--- config.mk ---
export PLATFORM = sky130hd
export DESIGN_NAME = ps_bigreg_collector_flat
export DESIGN_NICKNAME = d
export VERILOG_FILES = /design/src/rtl/ps_bigreg_collector_if.sv /design/src/rtl/ps_bigreg_collector.sv /design/src/flat_wrapper.sv
export SDC_FILE = /design/constraint.sdc
export NUM_CORES = 1
export LEC_CHECK = 0
export CORE_MARGIN = 1.5
export CORE_UTILIZATION = 30
export CTS_CLUSTER_DIAMETER = 80
export DETAILED_ROUTE_END_ITERATION = 8
export GPL_TIMING_DRIVEN = 0
export HOLD_SLACK_MARGIN = 0.08
export PLACE_DENSITY_LB_ADDON = 0.25
export RECOVER_POWER = 50
export SKIP_CTS_REPAIR_TIMING = 1
export SKIP_LAST_GASP = 1
export SLEW_MARGIN = 20
export SYNTH_ARGS = -nofsm -noshare
export SYNTH_HDL_FRONTEND = slang
export SYNTH_SLANG_ARGS = --single-unit
--- constraint.sdc ---
create_clock -name clk -period 6.25 [get_ports clk]
set_input_delay 1.875 -clock clk [delete_from_list [all_inputs] [get_ports clk]]
set_output_delay 1.875 -clock clk [all_outputs]
set_load 0.005 [all_outputs]
--- src/rtl/ps_bigreg_collector_if.sv ---
// ps_bigreg_collector_if: bus bundle for one PS_BIGREG collector.
//   wr_valid/wr_id/wr_data      snooped mem-map write strobe, index and data
//   big_data/big_valid/big_ready assembled wide word with valid/ready handshake
//   clr_valid/clr_id/clr_ready  freshbit-clear requests back to the mem map
//   err_incomplete/err_dropped  one-cycle error pulses
// The master modport is the collector's view; slave is the mem map/consumer side.
interface ps_bigreg_collector_if #(
    parameter int unsigned ADDR_WIDTH = 8,
    parameter int unsigned DATA_WIDTH = 16,
    parameter int unsigned SAMPLES    = 16
);
    localparam int unsigned OUT_WIDTH = SAMPLES * DATA_WIDTH;

    logic                  wr_valid;
    logic [ADDR_WIDTH-1:0] wr_id;
    logic [DATA_WIDTH-1:0] wr_data;
    logic [OUT_WIDTH-1:0]  big_data;
    logic                  big_valid;
    logic                  big_ready;
    logic                  clr_valid;
    logic [ADDR_WIDTH-1:0] clr_id;
    logic                  clr_ready;
    logic                  err_incomplete;
    logic                  err_dropped;

    modport master (
        input  wr_valid, wr_id, wr_data, big_ready, clr_ready,
        output big_data, big_valid, clr_valid, clr_id, err_incomplete, err_dropped
    );

    modport slave (
        output wr_valid, wr_id, wr_data, big_ready, clr_ready,
        input  big_data, big_valid, clr_valid, clr_id, err_incomplete, err_dropped
    );
endinterface

--- src/rtl/ps_bigreg_collector.sv ---
// ps_bigreg_collector: gathers SAMPLES consecutive mem-map entries starting at
// BASE_ID into one wide word, publishes it when the group's VALID ID is written,
// then issues freshbit clears for every ID of the group (sub-words, then VALID).
// Ports:
//   clk    system clock
//   rst_n  synchronous active-low reset
//   bus    ps_bigreg_collector_if.master (write snoop, wide-word handshake,
//          clear handshake, error pulses); every output is registered.
module ps_bigreg_collector #(
    parameter int unsigned ADDR_WIDTH = 8,
    parameter int unsigned DATA_WIDTH = 16,
    parameter int unsigned BASE_ID    = 1,
    parameter int unsigned SAMPLES    = 16
) (
    input  logic                 clk,
    input  logic                 rst_n,
    ps_bigreg_collector_if.master bus
);
    localparam int unsigned OUT_WIDTH = SAMPLES * DATA_WIDTH;
    localparam int unsigned CNT_WIDTH = $clog2(SAMPLES + 1);

    localparam logic [ADDR_WIDTH-1:0] BASE_A    = ADDR_WIDTH'(BASE_ID);
    localparam logic [ADDR_WIDTH-1:0] VALID_A   = ADDR_WIDTH'(BASE_ID + SAMPLES);
    localparam logic [ADDR_WIDTH-1:0] SAMPLES_A = ADDR_WIDTH'(SAMPLES);
    localparam logic [CNT_WIDTH-1:0]  LAST_CNT  = CNT_WIDTH'(SAMPLES);

    localparam logic [1:0] ST_COLLECT = 2'd0;
    localparam logic [1:0] ST_HOLD    = 2'd1;
    localparam logic [1:0] ST_CLEAR   = 2'd2;

    // Group must fit in the mem-map index space.
    if ((BASE_ID + SAMPLES) >= (2 ** ADDR_WIDTH)) begin : g_range_chk
        $error("ps_bigreg_collector: BASE_ID+SAMPLES exceeds index space");
    end
    if (SAMPLES == 0) begin : g_samples_chk
        $error("ps_bigreg_collector: SAMPLES must be at least 1");
    end

    logic [1:0]            state_q,     state_d;
    logic [OUT_WIDTH-1:0]  shadow_q,    shadow_d;
    logic [SAMPLES-1:0]    seen_q,      seen_d;
    logic [CNT_WIDTH-1:0]  cnt_q,       cnt_d;
    logic [OUT_WIDTH-1:0]  big_data_q,  big_data_d;
    logic                  big_valid_q, big_valid_d;
    logic                  clr_valid_q, clr_valid_d;
    logic [ADDR_WIDTH-1:0] clr_id_q,    clr_id_d;
    logic                  err_inc_q,   err_inc_d;
    logic                  err_drop_q,  err_drop_d;

    // ID decode: the offset wraps for IDs below BASE_ID, so a single compare
    // against SAMPLES selects exactly the sub-word range.
    logic [ADDR_WIDTH-1:0] off_c;
    logic                  is_sub_c;
    logic                  is_valid_c;
    logic                  owned_wr_c;

    assign off_c      = bus.wr_id - BASE_A;
    assign is_sub_c   = off_c < SAMPLES_A;
    assign is_valid_c = bus.wr_id == VALID_A;
    assign owned_wr_c = bus.wr_valid && (is_sub_c || is_valid_c);

    // Next-state and next-output logic.
    always_comb begin
        state_d     = state_q;
        shadow_d    = shadow_q;
        seen_d      = seen_q;
        cnt_d       = cnt_q;
        big_data_d  = big_data_q;
        big_valid_d = big_valid_q;
        clr_valid_d = clr_valid_q;
        clr_id_d    = clr_id_q;
        err_inc_d   = 1'b0;
        err_drop_d  = 1'b0;

        case (state_q)
            ST_COLLECT: begin
                if (bus.wr_valid && is_sub_c) begin
                    for (int unsigned k = 0; k < SAMPLES; k++) begin
                        if (off_c == ADDR_WIDTH'(k)) begin
                            shadow_d[k*DATA_WIDTH +: DATA_WIDTH] = bus.wr_data;
                            seen_d[k]                            = 1'b1;
                        end
                    end
                end else if (bus.wr_valid && is_valid_c) begin
                    if (&seen_q) begin
                        big_data_d  = shadow_q;
                        big_valid_d = 1'b1;
                        state_d     = ST_HOLD;
                    end else begin
                        err_inc_d = 1'b1;
                    end
                end
            end

            ST_HOLD: begin
                err_drop_d = owned_wr_c;
                if (big_valid_q && bus.big_ready) begin
                    big_valid_d = 1'b0;
                    cnt_d       = '0;
                    clr_valid_d = 1'b1;
                    clr_id_d    = BASE_A;
                    state_d     = ST_CLEAR;
                end
            end

            ST_CLEAR: begin
                err_drop_d = owned_wr_c;
                if (clr_valid_q && bus.clr_ready) begin
                    if (cnt_q == LAST_CNT) begin
                        // VALID_ID clear accepted: group re-armed.
                        clr_valid_d = 1'b0;
                        seen_d      = '0;
                        state_d     = ST_COLLECT;
                    end else begin
                        cnt_d    = cnt_q + CNT_WIDTH'(1);
                        clr_id_d = BASE_A + ADDR_WIDTH'(cnt_d);
                    end
                end
            end

            default: begin
                state_d = ST_COLLECT;
            end
        endcase
    end

    // State and output registers.
    always_ff @(posedge clk) begin
        if (!rst_n) begin
            state_q     <= ST_COLLECT;
            shadow_q    <= '0;
            seen_q      <= '0;
            cnt_q       <= '0;
            big_data_q  <= '0;
            big_valid_q <= 1'b0;
            clr_valid_q <= 1'b0;
            clr_id_q    <= '0;
            err_inc_q   <= 1'b0;
            err_drop_q  <= 1'b0;
        end else begin
            state_q     <= state_d;
            shadow_q    <= shadow_d;
            seen_q      <= seen_d;
            cnt_q       <= cnt_d;
            big_data_q  <= big_data_d;
            big_valid_q <= big_valid_d;
            clr_valid_q <= clr_valid_d;
            clr_id_q    <= clr_id_d;
            err_inc_q   <= err_inc_d;
            err_drop_q  <= err_drop_d;
        end
    end

    assign bus.big_data       = big_data_q;
    assign bus.big_valid      = big_valid_q;
    assign bus.clr_valid      = clr_valid_q;
    assign bus.clr_id         = clr_id_q;
    assign bus.err_incomplete = err_inc_q;
    assign bus.err_dropped    = err_drop_q;
endmodule

--- src/flat_wrapper.sv ---
// flat-port wrapper written by rule: the top's interface ports become plain ports
module ps_bigreg_collector_flat 
#(
    parameter int unsigned ADDR_WIDTH = 8,
    parameter int unsigned DATA_WIDTH = 16,
    parameter int unsigned BASE_ID    = 1,
    parameter int unsigned SAMPLES    = 16
)
  (clk, rst_n, bus_wr_valid, bus_wr_id, bus_wr_data, bus_big_ready, bus_clr_ready, bus_big_data, bus_big_valid, bus_clr_valid, bus_clr_id, bus_err_incomplete, bus_err_dropped);
  ps_bigreg_collector_if #(.ADDR_WIDTH(ADDR_WIDTH), .DATA_WIDTH(DATA_WIDTH), .SAMPLES(SAMPLES)) bus_i ();
  input  logic clk;
  input  logic rst_n;
  input wire logic [$bits(bus_i.wr_valid)-1:0] bus_wr_valid;
  input wire logic [$bits(bus_i.wr_id)-1:0] bus_wr_id;
  input wire logic [$bits(bus_i.wr_data)-1:0] bus_wr_data;
  input wire logic [$bits(bus_i.big_ready)-1:0] bus_big_ready;
  input wire logic [$bits(bus_i.clr_ready)-1:0] bus_clr_ready;
  output wire logic [$bits(bus_i.big_data)-1:0] bus_big_data;
  output wire logic [$bits(bus_i.big_valid)-1:0] bus_big_valid;
  output wire logic [$bits(bus_i.clr_valid)-1:0] bus_clr_valid;
  output wire logic [$bits(bus_i.clr_id)-1:0] bus_clr_id;
  output wire logic [$bits(bus_i.err_incomplete)-1:0] bus_err_incomplete;
  output wire logic [$bits(bus_i.err_dropped)-1:0] bus_err_dropped;
  assign bus_i.wr_valid = bus_wr_valid;
  assign bus_i.wr_id = bus_wr_id;
  assign bus_i.wr_data = bus_wr_data;
  assign bus_i.big_ready = bus_big_ready;
  assign bus_i.clr_ready = bus_clr_ready;
  assign bus_big_data = bus_i.big_data;
  assign bus_big_valid = bus_i.big_valid;
  assign bus_clr_valid = bus_i.clr_valid;
  assign bus_clr_id = bus_i.clr_id;
  assign bus_err_incomplete = bus_i.err_incomplete;
  assign bus_err_dropped = bus_i.err_dropped;
  ps_bigreg_collector #(.ADDR_WIDTH(ADDR_WIDTH), .DATA_WIDTH(DATA_WIDTH), .BASE_ID(BASE_ID), .SAMPLES(SAMPLES)) u_core (.clk(clk), .rst_n(rst_n), .bus(bus_i));
endmodule
# After elaboration in Yosys (flattened, before gate mapping)
# Cells that the tools add are included.
# totals
word_cells	188
inputBits	29
regBits	547
# op_classes
add_sub_neg	3
eq_ne	43
mux	45
n_reduce_logical	52
bitwise	4
magnitude_cmp	1
# op_table
operator	n
$reduce_and 5->1	17
$eq 8x4->1 const B	8
$mux 16	3
$reduce_and 3->1	16
$ne 2x1->1 const B	22
$eq 8x3->1 const B	4
$pmux 16 s2	1
$mux 1	24
$mux 8	3
$reduce_and 19->1	1
$eq 8x2->1 const B	2
$pmux 8 s2	1
$reduce_and 16->1	1
$mux 5	3
$mux 2	6
$pmux 5 s2	1
$eq 8x1->1 const B	1
$eq 8x5->1 const B	1
$logic_not 8->1	1
$lt 8x5->1 const B	1
$reduce_and 4->1	2
$sub 8x1->8 const B	1
$add 1x5->6 const A	1
$pmux 2 s3	1
other kinds (15)	26

# Depth between registers and ports, before layout
# depth
ltp_word	5
mapped_depth	9

# Least setup slack after synthesis
# OpenSTA, ideal clock, no wires.
# synth_timing
path_kind	input -> register
startpoint	in bus_wr_id[3]
endpoint	reg u_core.shadow_q[56]
path_slack_ns	2.577
setup_time_ns	0.070
required_ns	6.180
arrival_ns	3.603
stages	8
path_cell_list	nor4_4 > xnor2_1 > clkbuf_1 > and3_1 > clkbuf_1 > clkbuf_1 > nand2_1 > a21oi_1
# synth_between
elab_chain_len	4
# synth_lines
element	line	source
start, declared	flat_wrapper.sv:14	input wire logic [$bits(bus_i.wr_id)-1:0] bus_wr_id;
$sub 8x1->8 (*)	ps_bigreg_collector.sv:57	assign off_c = bus.wr_id - BASE_A;
$lt 8x5->1	ps_bigreg_collector.sv:58	assign is_sub_c = off_c < SAMPLES_A;
$logic_and 1x1->1	ps_bigreg_collector.sv:77	if (bus.wr_valid && is_sub_c) begin
$reduce_and 3->1 (no source line) (*)	n/a	
end signal, assigned	ps_bigreg_collector.sv:142	shadow_q <= shadow_d;
end, declared	ps_bigreg_collector.sv:40	logic [OUT_WIDTH-1:0] shadow_q, shadow_d;
# Every way passes the cells marked *; elsewhere a longest branch is shown, timed or not.
# A chain may end at the register's enable or synchronous reset.

# Final worst setup path
# layout_timing
startpoint	in bus_wr_id[1]
endpoint	reg u_core.shadow_q[30]
# The elaborated chain is that of the path after synthesis.

==> results.yml <==
placed_design:
  placed_cells: 3526
  port_buffers: 293
  gp_congestion: 0.896
  dp_slack_ps: 1030
  hpwl_mm: 51.6
  placed_area_um2: 23500
grt:
  grt.overflow.total: 0
  grt_pass1_wl_mm: 105
  antenna_found_initial: 6
  grt_pass1_vias: 17200
  grt_max_degree: 15
  track_usage: 0.208
final_layout:
  final_util: 0.395
  final_area_um2: 25400
  layout.nets: 2767
  fin_cells: 3629
  syn2layout_area_growth_pct: 30.1
  layout-drive-gt1-share: 0.0573
synth:
  seq_area_frac_synth: 0.559
  synth_top_area_cell: "dfxtp_1"
  synth_warnings: 0
  syn-cell-area_um2: 19500
  synth_top_area_frac: 0.559
  synth_edf_count: 0
  synth_cell_types: 57
  synth_cells: 2377
  synthArstFlopShare: 0
  ys_seq_elements: 545
  avgSynthCellArea_um2: 8.21
  synth_ff_type: "dfxtp_1"
  synth_area_leaders: "dfxtp_1, nand2_1, a21oi_1, mux2i_1, o21ai_0"
clocking:
  root_buffer: "clkbuf_16"
  numCtsBuffers: 58
  h-tree-depth: 2
  cts.sinks: 545
  clk_path_buf_depth: 3
  clkTransAtPathRegs_ps: 60
  cts_tree: "yes"
  clock_latency_ps: 610
route:
  wl_mm: 71.1
  vias: 17500
  drtIter0Drc: 1172
  antenna_left: 0
  first_pass_iters: 5
  drc: 0
  drt-wirelength-per-cell_um: 19.6
  viasPerCell: 4.84
job:
  drv_cap: 1
status:
  violations: "max-capacitance violations, max-slew violations"
  status: "finished, violations left"
sta:
  fmax_mhz: 190
  fin_crit_sh: 0.844
  hold_slack_ps: 447
  hold_viol_final: 0
  drv_slew: 8
  tns_ps: 0
  setup_viol: 0
  finalClockSkew_ps: 20.6
  period_needed_ps: 5280
  layout_setup_ws_ps: 973
  rsz0062_at_grt: "no"
  maxSlewHeadroom: -0.0884
  worstMarginPinSlew_ps: 1620
pwr:
  p_leak_nw: 9.14
  finalPower_mw: 7.16
  power.density_nw_per_um2: 282
  vdd_drop_max_mv: 0.192
die:
  die_x_um: 258
  rows: 93
  die_h_um: 258
  start_util: 0.303
  dieArea_um2: 66600
  coreArea_um2: 64300
  io_pins: 297
min_path:
  hold_path_class: "flop to flop"
worst_setup_path:
  endpoint_kind: "flop"
  crit_type: "input port to flop"
  start_kind: "input port"
  critPathMaxFanout: 10
  required_ps: 6780
  cp.arrival_ps: 5810
-- synthesized netlist by cell type (all sizes together) (9+ instances only) --
master,number
nand2,798
dfxtp,545
a21oi,407
clkbuf,120
o21ai,92
nor2,90
nand3,72
buf,69
mux2i,65
nand4,14
inv,10
a311oi,9
-- worst paths after layout --
check | startpoint | endpoint | slack [ps] | depth (start not counted)
hold reg to reg | u_core.bus.big_data[208] | u_core.bus.big_data[208] | 450 | 2
setup reg to reg | u_core.state_q[1] | u_core.shadow_q[73] | 3040 | 8
hold / removal | u_core.bus.big_data[208] | u_core.bus.big_data[208] | 450 | 2
setup / recovery | bus_wr_id[1] | u_core.shadow_q[30] | 970 | 7
-- cell type report --
class | instances | area, um^2
Clock buffer | 80 | 1650
Sequential cell | 545 | 10900
Fill cell | 6464 | 39000
Timing Repair Buffer | 293 | 2930
Clock inverter | 22 | 256
Multi-Input combinational cell | 1634 | 7700
Buffer | 189 | 841
Antenna cell | 1 | 2.50
Inverter | 10 | 37.5
Tap cell | 855 | 1070
-- where the power goes --
part	switching (mW)	leakage, nW	internal [mW]
Clock	1.43	0.942	2.04
Combinational	0.172	3.81	0.0409
Sequential	0.00154	4.39	3.48
-- worst max-delay path: stages --
cell and delay [ps]:
clkdlybuf4s50_1 600, nor4_1 1250, xor2_2 520, nor3_1 830, clkbuf_1 440, nand2_1 100
a21oi_1 180
-- placed cells by master (no fill, tap or decap), types with 7 or more instances in the layout --
cell,instances
clkbuf_16,59
nand4_1,14
buf_2,32
and3_1,7
clkinv_2,11
nand3_1,72
nor2_1,90
dfxtp_1,545
nand2_1,798
clkbuf_8,9
dlygate4sd3_1,268
inv_1,10
a311oi_1,9
buf_4,21
ha_1,7
o21ai_0,92
buf_1,8
a21oi_1,407
mux2i_1,65
clkbuf_1,135
clkdlybuf4s50_1,25
-- registers in the layout (all words and copies together) (netlist names) --
| name | count |
|---|---|
| u_core.bus.clr_valid | 1 |
| u_core.bus.big_valid | 1 |
| u_core.bus.err_incomplete | 1 |
| u_core.bus.big_data | 256 |
| u_core.shadow_q | 256 |
| u_core.state_q | 2 |
| u_core.cnt_q | 5 |
| u_core.bus.err_dropped | 1 |
| u_core.seen_q | 16 |
| u_core.bus.clr_id | 6 |
-- cell families after synthesis --
logic type,count (synthesis),share of synthesized area
AO/OA/AOI/OAI,529,0.141
other,1,0.000192
buffers and inverters,199,0.0450
multiplexers,65,0.0333
flip-flops,545,0.559
AND/OR/NAND/NOR,1024,0.214
XOR/XNOR,7,0.00353
adder cells (fa/ha/maj),7,0.00449
-- routing by layer --
| metal | global-route usage | up-vias | wire length (um) |
|---|---|---|---|
| li1 | - | 8557 | - |
| met1 | 0.280 | 8343 | 32500 |
| met2 | 0.340 | 541 | 32400 |
| met3 | 0.0341 | 104 | 4490 |
| met4 | 0.0606 | 4 | 1760 |
| met5 | 0 | - | 24 |
No activity file was read; power rests on OpenSTA's default activity.
